$ cat src/rtl/rll_key_pkg.sv
// Shared types and constants for the RLL key loader.
package rll_key_pkg;

    // Default build parameters: 16 key inputs on the locked netlist.
    localparam int KEY_WIDTH_DEF   = 16;
    localparam int MAX_RETRY_DEF   = 3;
    localparam int TIMEOUT_CYC_DEF = 255;

    // Loader states.
    typedef enum logic [2:0] {
        ST_IDLE   = 3'd0,
        ST_SHIFT  = 3'd1,
        ST_PARITY = 3'd2,
        ST_LOCKED = 3'd3,
        ST_ERROR  = 3'd4
    } state_t;

    // err_code values.
    localparam logic [1:0] ERR_NONE    = 2'd0;
    localparam logic [1:0] ERR_PARITY  = 2'd1;
    localparam logic [1:0] ERR_TIMEOUT = 2'd2;

    // Width of a counter that must hold values 0..max_value.
    function automatic int cnt_width(input int max_value);
        int w;
        w = $clog2(max_value + 1);
        return (w < 1) ? 1 : w;
    endfunction

endpackage

$ cat src/rtl/rll_key_timeout.sv
// Idle-cycle watchdog: counts consecutive enabled cycles since the last clear
// and flags the cycle on which the idle run reaches TIMEOUT_CYC.
module rll_key_timeout
    import rll_key_pkg::*;
#(
    parameter int TIMEOUT_CYC = TIMEOUT_CYC_DEF
) (
    input  logic clk,
    input  logic rst_n,
    input  logic clear,
    input  logic enable,
    output logic expired
);

    localparam int TW = cnt_width(TIMEOUT_CYC);
    localparam logic [TW-1:0] LAST_IDLE = TW'(TIMEOUT_CYC - 1);

    logic [TW-1:0] count_reg;
    logic [TW-1:0] count_next;

    // expired fires combinationally on the idle cycle that completes the run,
    // so the loader leaves on that same edge; a clear (beat) always wins.
    assign expired = enable && !clear && (count_reg == LAST_IDLE);

    // Next count: clear, otherwise count enabled cycles, saturating at the limit.
    always_comb begin
        count_next = count_reg;
        if (clear) begin
            count_next = '0;
        end else if (enable && (count_reg != LAST_IDLE)) begin
            count_next = count_reg + 1'b1;
        end
    end

    // Counter register.
    always_ff @(posedge clk or negedge rst_n) begin
        if (!rst_n) begin
            count_reg <= '0;
        end else begin
            count_reg <= count_next;
        end
    end

endmodule

$ cat src/rtl/rll_key_loader.sv
// Bit-serial key loader for RLL-locked netlists: shifts in KEY_WIDTH key bits
// LSB first plus one even-parity bit, retries on parity failure, and only
// publishes the key on key_out once a parity-clean frame has been captured.
module rll_key_loader
    import rll_key_pkg::*;
#(
    parameter int KEY_WIDTH   = KEY_WIDTH_DEF,
    parameter int MAX_RETRY   = MAX_RETRY_DEF,
    parameter int TIMEOUT_CYC = TIMEOUT_CYC_DEF
) (
    input  logic                 clk,
    input  logic                 rst_n,
    input  logic                 start,
    input  logic                 zeroize,
    input  logic                 ser_valid,
    input  logic                 ser_bit,
    output logic                 ser_ready,
    output logic [KEY_WIDTH-1:0] key_out,
    output logic                 key_valid,
    output logic                 busy,
    output logic                 err,
    output logic [1:0]           err_code
);

    localparam int BW = cnt_width(KEY_WIDTH - 1);
    localparam int RW = cnt_width(MAX_RETRY);
    localparam logic [BW-1:0] LAST_BIT  = BW'(KEY_WIDTH - 1);
    localparam logic [RW-1:0] RETRY_MAX = RW'(MAX_RETRY);

    state_t                 state_reg,     state_next;
    logic [KEY_WIDTH-1:0]   shreg_reg,     shreg_next;
    logic [BW-1:0]          bit_cnt_reg,   bit_cnt_next;
    logic [RW-1:0]          retry_reg,     retry_next;
    logic [KEY_WIDTH-1:0]   key_out_reg,   key_out_next;
    logic                   key_valid_reg, key_valid_next;
    logic                   err_reg,       err_next;
    logic [1:0]             err_code_reg,  err_code_next;

    logic                   loading;
    logic                   beat;
    logic                   timer_clear;
    logic                   timer_enable;
    logic                   timer_expired;
    logic [KEY_WIDTH-1:0]   bit_sel;
    logic [KEY_WIDTH-1:0]   shreg_written;
    logic                   frame_parity;

    // Handshake and status decoded straight from the state.
    assign loading   = (state_reg == ST_SHIFT) || (state_reg == ST_PARITY);
    assign ser_ready = loading;
    assign busy      = loading;
    assign beat      = ser_valid && loading;

    assign key_out   = key_out_reg;
    assign key_valid = key_valid_reg;
    assign err       = err_reg;
    assign err_code  = err_code_reg;

    // One-hot select of the shift-register bit addressed by bit_cnt.
    generate
        for (genvar gi = 0; gi < KEY_WIDTH; gi++) begin : g_bit_sel
            assign bit_sel[gi] = (bit_cnt_reg == BW'(gi));
        end
    endgenerate

    // Shift register with the current serial bit dropped into its slot.
    assign shreg_written = (shreg_reg & ~bit_sel) | (bit_sel & {KEY_WIDTH{ser_bit}});

    // Even parity over the captured key and the incoming parity bit; 0 = clean.
    assign frame_parity = ^{shreg_reg, ser_bit};

    // Watchdog runs only while loading and restarts on every beat.
    assign timer_clear  = !loading || beat;
    assign timer_enable = loading && !beat;

    rll_key_timeout #(
        .TIMEOUT_CYC (TIMEOUT_CYC)
    ) u_timeout (
        .clk     (clk),
        .rst_n   (rst_n),
        .clear   (timer_clear),
        .enable  (timer_enable),
        .expired (timer_expired)
    );

    // Next-state and datapath decode; zeroize overrides everything else.
    always_comb begin
        state_next     = state_reg;
        shreg_next     = shreg_reg;
        bit_cnt_next   = bit_cnt_reg;
        retry_next     = retry_reg;
        key_out_next   = key_out_reg;
        key_valid_next = key_valid_reg;
        err_next       = err_reg;
        err_code_next  = err_code_reg;

        if (zeroize) begin
            state_next     = ST_IDLE;
            shreg_next     = '0;
            bit_cnt_next   = '0;
            retry_next     = '0;
            key_out_next   = '0;
            key_valid_next = 1'b0;
            err_next       = 1'b0;
            err_code_next  = ERR_NONE;
        end else begin
            case (state_reg)
                ST_IDLE, ST_ERROR: begin
                    if (start) begin
                        state_next     = ST_SHIFT;
                        shreg_next     = '0;
                        bit_cnt_next   = '0;
                        retry_next     = '0;
                        key_out_next   = '0;
                        key_valid_next = 1'b0;
                        err_next       = 1'b0;
                        err_code_next  = ERR_NONE;
                    end
                end

                ST_SHIFT: begin
                    if (beat) begin
                        shreg_next = shreg_written;
                        if (bit_cnt_reg == LAST_BIT) begin
                            bit_cnt_next = '0;
                            state_next   = ST_PARITY;
                        end else begin
                            bit_cnt_next = bit_cnt_reg + 1'b1;
                        end
                    end else if (timer_expired) begin
                        state_next    = ST_ERROR;
                        err_next      = 1'b1;
                        err_code_next = ERR_TIMEOUT;
                    end
                end

                ST_PARITY: begin
                    if (beat) begin
                        if (!frame_parity) begin
                            state_next     = ST_LOCKED;
                            key_out_next   = shreg_reg;
                            key_valid_next = 1'b1;
                        end else if (retry_reg < RETRY_MAX) begin
                            state_next   = ST_SHIFT;
                            retry_next   = retry_reg + 1'b1;
                            shreg_next   = '0;
                            bit_cnt_next = '0;
                        end else begin
                            state_next     = ST_ERROR;
                            key_out_next   = '0;
                            key_valid_next = 1'b0;
                            err_next       = 1'b1;
                            err_code_next  = ERR_PARITY;
                        end
                    end else if (timer_expired) begin
                        state_next    = ST_ERROR;
                        err_next      = 1'b1;
                        err_code_next = ERR_TIMEOUT;
                    end
                end

                ST_LOCKED: begin
                    // Key held until zeroize or reset; start is ignored.
                end

                default: begin
                    state_next = ST_IDLE;
                end
            endcase
        end
    end

    // State and datapath registers; reset drops any partial key.
    always_ff @(posedge clk or negedge rst_n) begin
        if (!rst_n) begin
            state_reg     <= ST_IDLE;
            shreg_reg     <= '0;
            bit_cnt_reg   <= '0;
            retry_reg     <= '0;
            key_out_reg   <= '0;
            key_valid_reg <= 1'b0;
            err_reg       <= 1'b0;
            err_code_reg  <= ERR_NONE;
        end else begin
            state_reg     <= state_next;
            shreg_reg     <= shreg_next;
            bit_cnt_reg   <= bit_cnt_next;
            retry_reg     <= retry_next;
            key_out_reg   <= key_out_next;
            key_valid_reg <= key_valid_next;
            err_reg       <= err_next;
            err_code_reg  <= err_code_next;
        end
    end

endmodule

$ cat config.mk
export PLATFORM = sky130hd
export DESIGN_NAME = rll_key_loader
export DESIGN_NICKNAME = d
export VERILOG_FILES = /design/src/rtl/rll_key_pkg.sv /design/src/rtl/rll_key_timeout.sv /design/src/rtl/rll_key_loader.sv
export SDC_FILE = /design/constraint.sdc
export NUM_CORES = 1
export LEC_CHECK = 0
export ABC_AREA = 1
export CAP_MARGIN = 10
export CORE_ASPECT_RATIO = 0.6
export CORE_MARGIN = 1
export CORE_UTILIZATION = 40
export CTS_CLUSTER_SIZE = 20
export DETAILED_ROUTE_END_ITERATION = 10
export PLACE_DENSITY = 0.66
export SLEW_MARGIN = 40
export SYNTH_ARGS = -nofsm -noshare
export SYNTH_HDL_FRONTEND = slang
export SYNTH_HIERARCHICAL = 1
export SYNTH_SLANG_ARGS = --single-unit
$ cat constraint.sdc
create_clock -name clk -period 2.9 [get_ports clk]
set_input_delay 0.435 -clock clk [delete_from_list [all_inputs] [get_ports clk]]
set_output_delay 0.435 -clock clk [all_outputs]
set_load 0.005 [all_outputs]
* After elaboration in Yosys (flattened, before gate mapping)
Index checks and enable logic that the tools add are counted.
** Word-level totals
- Flip-flop bits (word level) :: 53
- Bits in latches :: 0
- RAM bits :: 0
- Memory bits (read-only) :: 0
- Bits of input ports :: 6
- Output and inout bits :: 22
- Memories :: 0
** Cells by class
- Add/subtract/negate cells :: 3
- Multiply operators :: 0
- Divide/modulo/power cells :: 0
- Order comparisons :: 1
- Equality and inequality tests :: 32
- Shifts and indexed selects :: 0
- Multiplexer cells :: 57
- Bitwise operators :: 4
- Reduce and logical (&&, ||, !) cells :: 22
** Operators with widths (number)
- two-way mux 16 bit :: 10
- one-hot mux 16 bit (3 select lines) :: 1
- bitwise AND 16 bit :: 2
- equality test 4 bit (second input constant) :: 8
- one-hot mux 16 bit (2 select lines) :: 1
- two-way mux 4 bit :: 7
- two-way mux 3 bit :: 8
- two-way mux 2 bit :: 11
- parity 17 bit :: 1
- equality test 4 x 3 -> 1 bit (second input constant) :: 4
- two-way mux 8 bit :: 2
- != test 4 bit (second input constant) :: 4
- inverter 16 bit :: 1
- bitwise OR 16 bit :: 1
- != test 3 bit (second input constant) :: 5
- one-hot mux 3 bit (4 select lines) :: 1
- one-hot mux 4 bit (3 select lines) :: 1
- two-way mux 1 bit :: 11
- AND reduction 5 bit :: 2
- adder 8 x 1 -> 8 bit (second input constant) :: 1
- equality test 4 x 2 -> 1 bit (second input constant) :: 2
- equality test 8 bit (second input constant) :: 1
- != test 8 bit (second input constant) :: 1
- equality test 3 x 2 -> 1 bit (second input constant) :: 2
- other kinds (24) :: 31

* Longest topological paths before layout
- Depth after elaboration :: 11
- Mapped depth :: 19

* Cells and area by module
The synthesis kept the hierarchy.
** Modules (own cells, without submodules)
- rll_key_loader :: instances 1, cells an instance 480, area each 3057.9 um^2, seq. area each 1126.1 um^2
- rll_key_timeout :: instances 1, cells an instance 72, area each 535.5 um^2, seq. area each 200.2 um^2

* Worst setup path after synthesis
OpenSTA, ideal clock, no wires.
- Path kind :: flip-flop to flip-flop
- From :: register state_reg[2]
- To :: register state_reg[0]
- Library setup time :: 0.117 ns
- Data arrival time :: 2.128 ns
- Required time :: 2.783 ns
- Slack :: 0.655 ns
- Cell stages (with the launch flop) :: 15
- Path buffers :: 0
- Cells stage by stage :: dfrtp_1 inv_2 nand3_1 nand2_2 inv_1 nor2_1 inv_1 nor3_1 inv_1 nand2_1 o21bai_1 nor2_1 nor2_1 nand2_1 nand2_1
** On the way
- Cells in the longest elaborated chain, start to end :: 11
** RTL lines
- start, declared :: line rll_key_loader.sv:30 : state_t state_reg, state_next;
- start signal, assigned :: line rll_key_loader.sv:185 : state_reg <= state_next;
- equality test 3 x 1 -> 1 bit / equality test 3 x 2 -> 1 bit (equally long branches) :: line rll_key_loader.sv:49 : assign loading = (state_reg == ST_SHIFT) || (state_reg == ST_PARITY);
- logical OR 1 bit (*) :: line rll_key_loader.sv:49
- net busy :: line rll_key_loader.sv:20 : output logic busy,
- logical AND 1 bit :: line rll_key_loader.sv:52 : assign beat = ser_valid && loading;
- logical NOT 1 bit :: line rll_key_loader.sv:74 : assign timer_enable = loading && !beat;
- logical AND 1 bit (*) :: line rll_key_loader.sv:74
- net timer_enable :: line rll_key_loader.sv:42 : logic timer_enable;
- logical AND 1 bit (*) (2 in a row) :: line rll_key_timeout.sv:23 : assign expired = enable && !clear && (count_reg == LAST_IDLE);
- net timer_expired :: line rll_key_loader.sv:43 : logic timer_expired;
- two-way mux 3 bit (*)
- two-way mux 3 bit (on tied branches) :: line rll_key_loader.sv:138, rll_key_loader.sv:122
- one-hot mux 3 bit (4 select lines) (*) :: line rll_key_loader.sv:107 : case (state_reg)
- two-way mux 3 bit (*) :: line rll_key_loader.sv:97 : if (zeroize) begin
Mark *: on every way through the listed nets, which the timed path passes. The rest lies on a longest branch.
A chain may end at the register's enable or synchronous reset.

* Worst setup path after layout
- From :: input ser_bit
- To :: register shreg_reg[6]
** On the way
- Cells in the longest elaborated chain, start to end :: 5
** RTL lines
- start, declared :: line rll_key_loader.sv:16 : input logic ser_bit,
- bitwise AND 16 bit :: line rll_key_loader.sv:67 : assign shreg_written = (shreg_reg & ~bit_sel) | (bit_sel & {KEY_WIDTH{ser_bit}});
- bitwise OR 16 bit :: line rll_key_loader.sv:67
- two-way mux 16 bit :: line rll_key_loader.sv:122 : if (beat) begin
- one-hot mux 16 bit (3 select lines) :: line rll_key_loader.sv:107
- two-way mux 16 bit :: line rll_key_loader.sv:97
- end signal, assigned :: line rll_key_loader.sv:186 : shreg_reg <= shreg_next;
- end, declared :: line rll_key_loader.sv:31 : logic [KEY_WIDTH-1:0] shreg_reg, shreg_next;
Parallel ways exist; a longest one is shown, timed or not. The select of a mux whose other input is x is not followed.

==> summary.txt <==
Critical path
  – CP Max Fanout: 16
  – Worst setup EP type: flop
  – Depth of the most critical reg-to-reg path: 16
  – Crit path launch: ser_bit
  – Worst Path Required: between 3 and 4 ns
  – WP data arrival: ~2.8 ns
  – CP startpoint kind: input pin
  – Setup CP Type: input pin to flop
  – Reg2reg start: shreg_reg[11]

Die
  – Die W: 124 um
  – IO Count: 28
  – Initial Util: a little over two fifths
  – Total core area: 8620 um^2
  – Die area: 9380 um^2
  – Rows: 26
  – DIE HEIGHT: 75.4 um

Finish
  – Commonest non-fill, non-tap cell in the layout: nand2_1
  – Most frequent cells in the layout: nand2_1 (256), dfrtp_1 (53), nor2_1 (50)
  – Fillers: 833
  – Share of cells above drive strength 1: 7.93%
  – Final #Nets: about 590
  – Antenna Cells: 0
  – Area delta synth->final: 16.7%

Global routing
  – All-Layer GR Usage: 20.3%
  – Most congested layer reported by global routing: met1
  – Met1 usage: 31.0%
  – First-pass GRT wire length: 15.1 mm
  – Number of global-route vias before repair: 3091
  – Remaining Overflow, GRT: 0
  – Initial antenna violation count: 0
  – Largest net degree at the start of global routing: 28
  – GRT met2 Usage: 29.1%
  – GRT met3 Usage: 3.44%

Clock tree
  – Clk sink count: 53
  – CTS tree: built
  – Max clock buf depth: 2
  – Worst-Skew Late Latency: roughly 0.3 ns
  – Clk slew on worst S/H paths: 0.07 ns
  – Hold-fix buffers at CTS: 0
  – Clock Root Buffer: clkbuf_16
  – H-tree depth: 2
  – Clock buffer count from CTS: 5

Power and ir drop
  – Pwr per Cell Area: about 550 nW/um^2
  – Peak supply drop: 0.375 mV
  – Pleak: about 2.3 nW

STA
  – Slew margin rel.: 54.1%
  – Setup_tns: 0 ns
  – Hold Fails Final Rpt: 0
  – Final setup margin: around 0.26 ns
  – Worst-Margin Slew: about 0.69 ns
  – Slew Limit Fails: 0
  – Setup violations, final: 0
  – RSZ-0062 raised after global routing: no
  – Fmax achieved: around 380 MHz
  – Period Utilization, post-route: 91.1%
  – Min Tclk post-route: about 2.6 ns
  – Final setup skew: between 0.004 and 0.005 ns

Synthesis
  – Netlist cell types: 31
  – Syn_area_per_cell: 6.51 um^2
  – Synth Flop Type: dfrtp_1
  – Synthesized net count: approximately 570
  – Mapped cell area: around 3600 um^2
  – Yosys warnings: 6
  – EDFF count, synth: 0
  – Sequential fraction of the synthesis area: a little under two fifths
  – Async set-or-reset flop fraction in the synthesized netlist: 100%
  – Cells after Synth: ~550
  – FF+latch count, synth: 53

Place
  – GP Congestion: 0.892
  – Dpl ws: -0.00320 ns
  – HPWL after DPL: 6.65 mm
  – Count of input and output buffers: 27

Min path
  – Hold crit path type: input pin to async pin

Route
  – Post-route ant nets: 0
  – DR DRC count: 0
  – DRT iter0 DRCs: 303
  – Final WL: 8.92 mm
  – Vias per cell: around 5.0
  – Total number of vias: approximately 3400
  – Routed length per instance: 12.9 um
  – Router iterations before antenna repair: 5

Outcome
  – Status: finished, final reports clean

Run
  – Max-cap violations: 0
-- final cells by class --
type | instances | area [um^2] | share of cell area, %
Sequential cell | 53 | 1330 | 31.6
Clock inverter | 2 | 37.5 | 0.895
Timing Repair Buffer | 38 | 373 | 8.89
Inverter | 52 | 200 | 4.77
Clock buffer | 6 | 139 | 3.31
Tap cell | 112 | 140 | 3.34
Multi-Input combinational cell | 429 | 1980 | 47.2
-- worst max-delay path, cell delays in order --
cell	delay (ns)
clkdlybuf4s50_1	0.43
buf_4	0.20
nand2_1	0.07
nand2_1	0.08
nand2_1	0.07
nand2_1	0.08
nand2_1	0.10
nand2_1	0.05
nand2_1	0.07
nand2_1	0.08
ha_1	0.33
nand2_1	0.08
nand3_1	0.15
nand3_4	0.15
buf_4	0.19
o21ai_0	0.15
nand2_1	0.09
-- metrics by stage --
step                      hold WS (ns)  utilization, %  area [um^2]  total power, mW  instances
after global routing             0.222            48.7         4190             2.45        692
after detailed placement         0.459            46.5         4010             1.60        684
final                            0.172            48.7         4190             2.32        692
after floorplan                  0.139               -         3590             1.33        552
after global placement           0.454            46.5         4010             1.60        684
after CTS                        0.197            48.6         4190             2.34        692
-- cells in the mapped netlist (4+ instances only) --
| library cell | count | area [um^2] |
|---|---|---|
| nand2_1 | 256 | 961 |
| dfrtp_1 | 53 | 1330 |
| nor2_1 | 50 | 188 |
| inv_1 | 47 | 176 |
| o21ai_0 | 38 | 190 |
| nand3_1 | 33 | 165 |
| clkbuf_1 | 9 | 33.8 |
| ha_1 | 9 | 113 |
| nand4_1 | 8 | 50.1 |
| xor2_1 | 6 | 52.6 |
| buf_2 | 5 | 25.0 |
| nand2_2 | 5 | 31.3 |
| inv_2 | 4 | 15.0 |
| nor2_4 | 4 | 45.0 |
-- report_power, final --
| group | total [mW] | switching (mW) | leakage (nW) | internal, mW |
|---|---|---|---|---|
| registers | 0.805 | 0.0386 | 0.738 | 0.766 |
| logic | 0.797 | 0.532 | 1.45 | 0.265 |
| clock network | 0.723 | 0.291 | 0.0831 | 0.432 |
-- final timing paths --
check                                    endpoint  slack, ns
min in group clk                      key_out[10]       0.47
hold / removal                          key_valid       0.17
setup / recovery                     shreg_reg[6]       0.26
setup reg to reg                     shreg_reg[6]       0.36
max in group asynchronous  u_timeout/count_reg[5]       2.14
hold reg to reg                       key_out[10]       0.47
-- metal layers --
layer	routed length, um	up-vias
li1	-	1764
met1	4890	1565
met2	3430	105
met3	475	11
met4	119	0
met5	0	-
-- timing repair --
item                       in CTS  in global routing
setup endpoints to repair       0                  1
buffers inserted                0                  0
hold endpoints to repair        0                  0
gates resized for setup         0                  1
-- logic make-up after synthesis --
logic type	share of synthesized area, %
simple gates	43.5
buf+inv	8.25
flops	36.9
compound gates	6.23
fa+ha+maj	3.13
xor+xnor	1.95
Note: power is estimated with default switching activity, not from simulation.
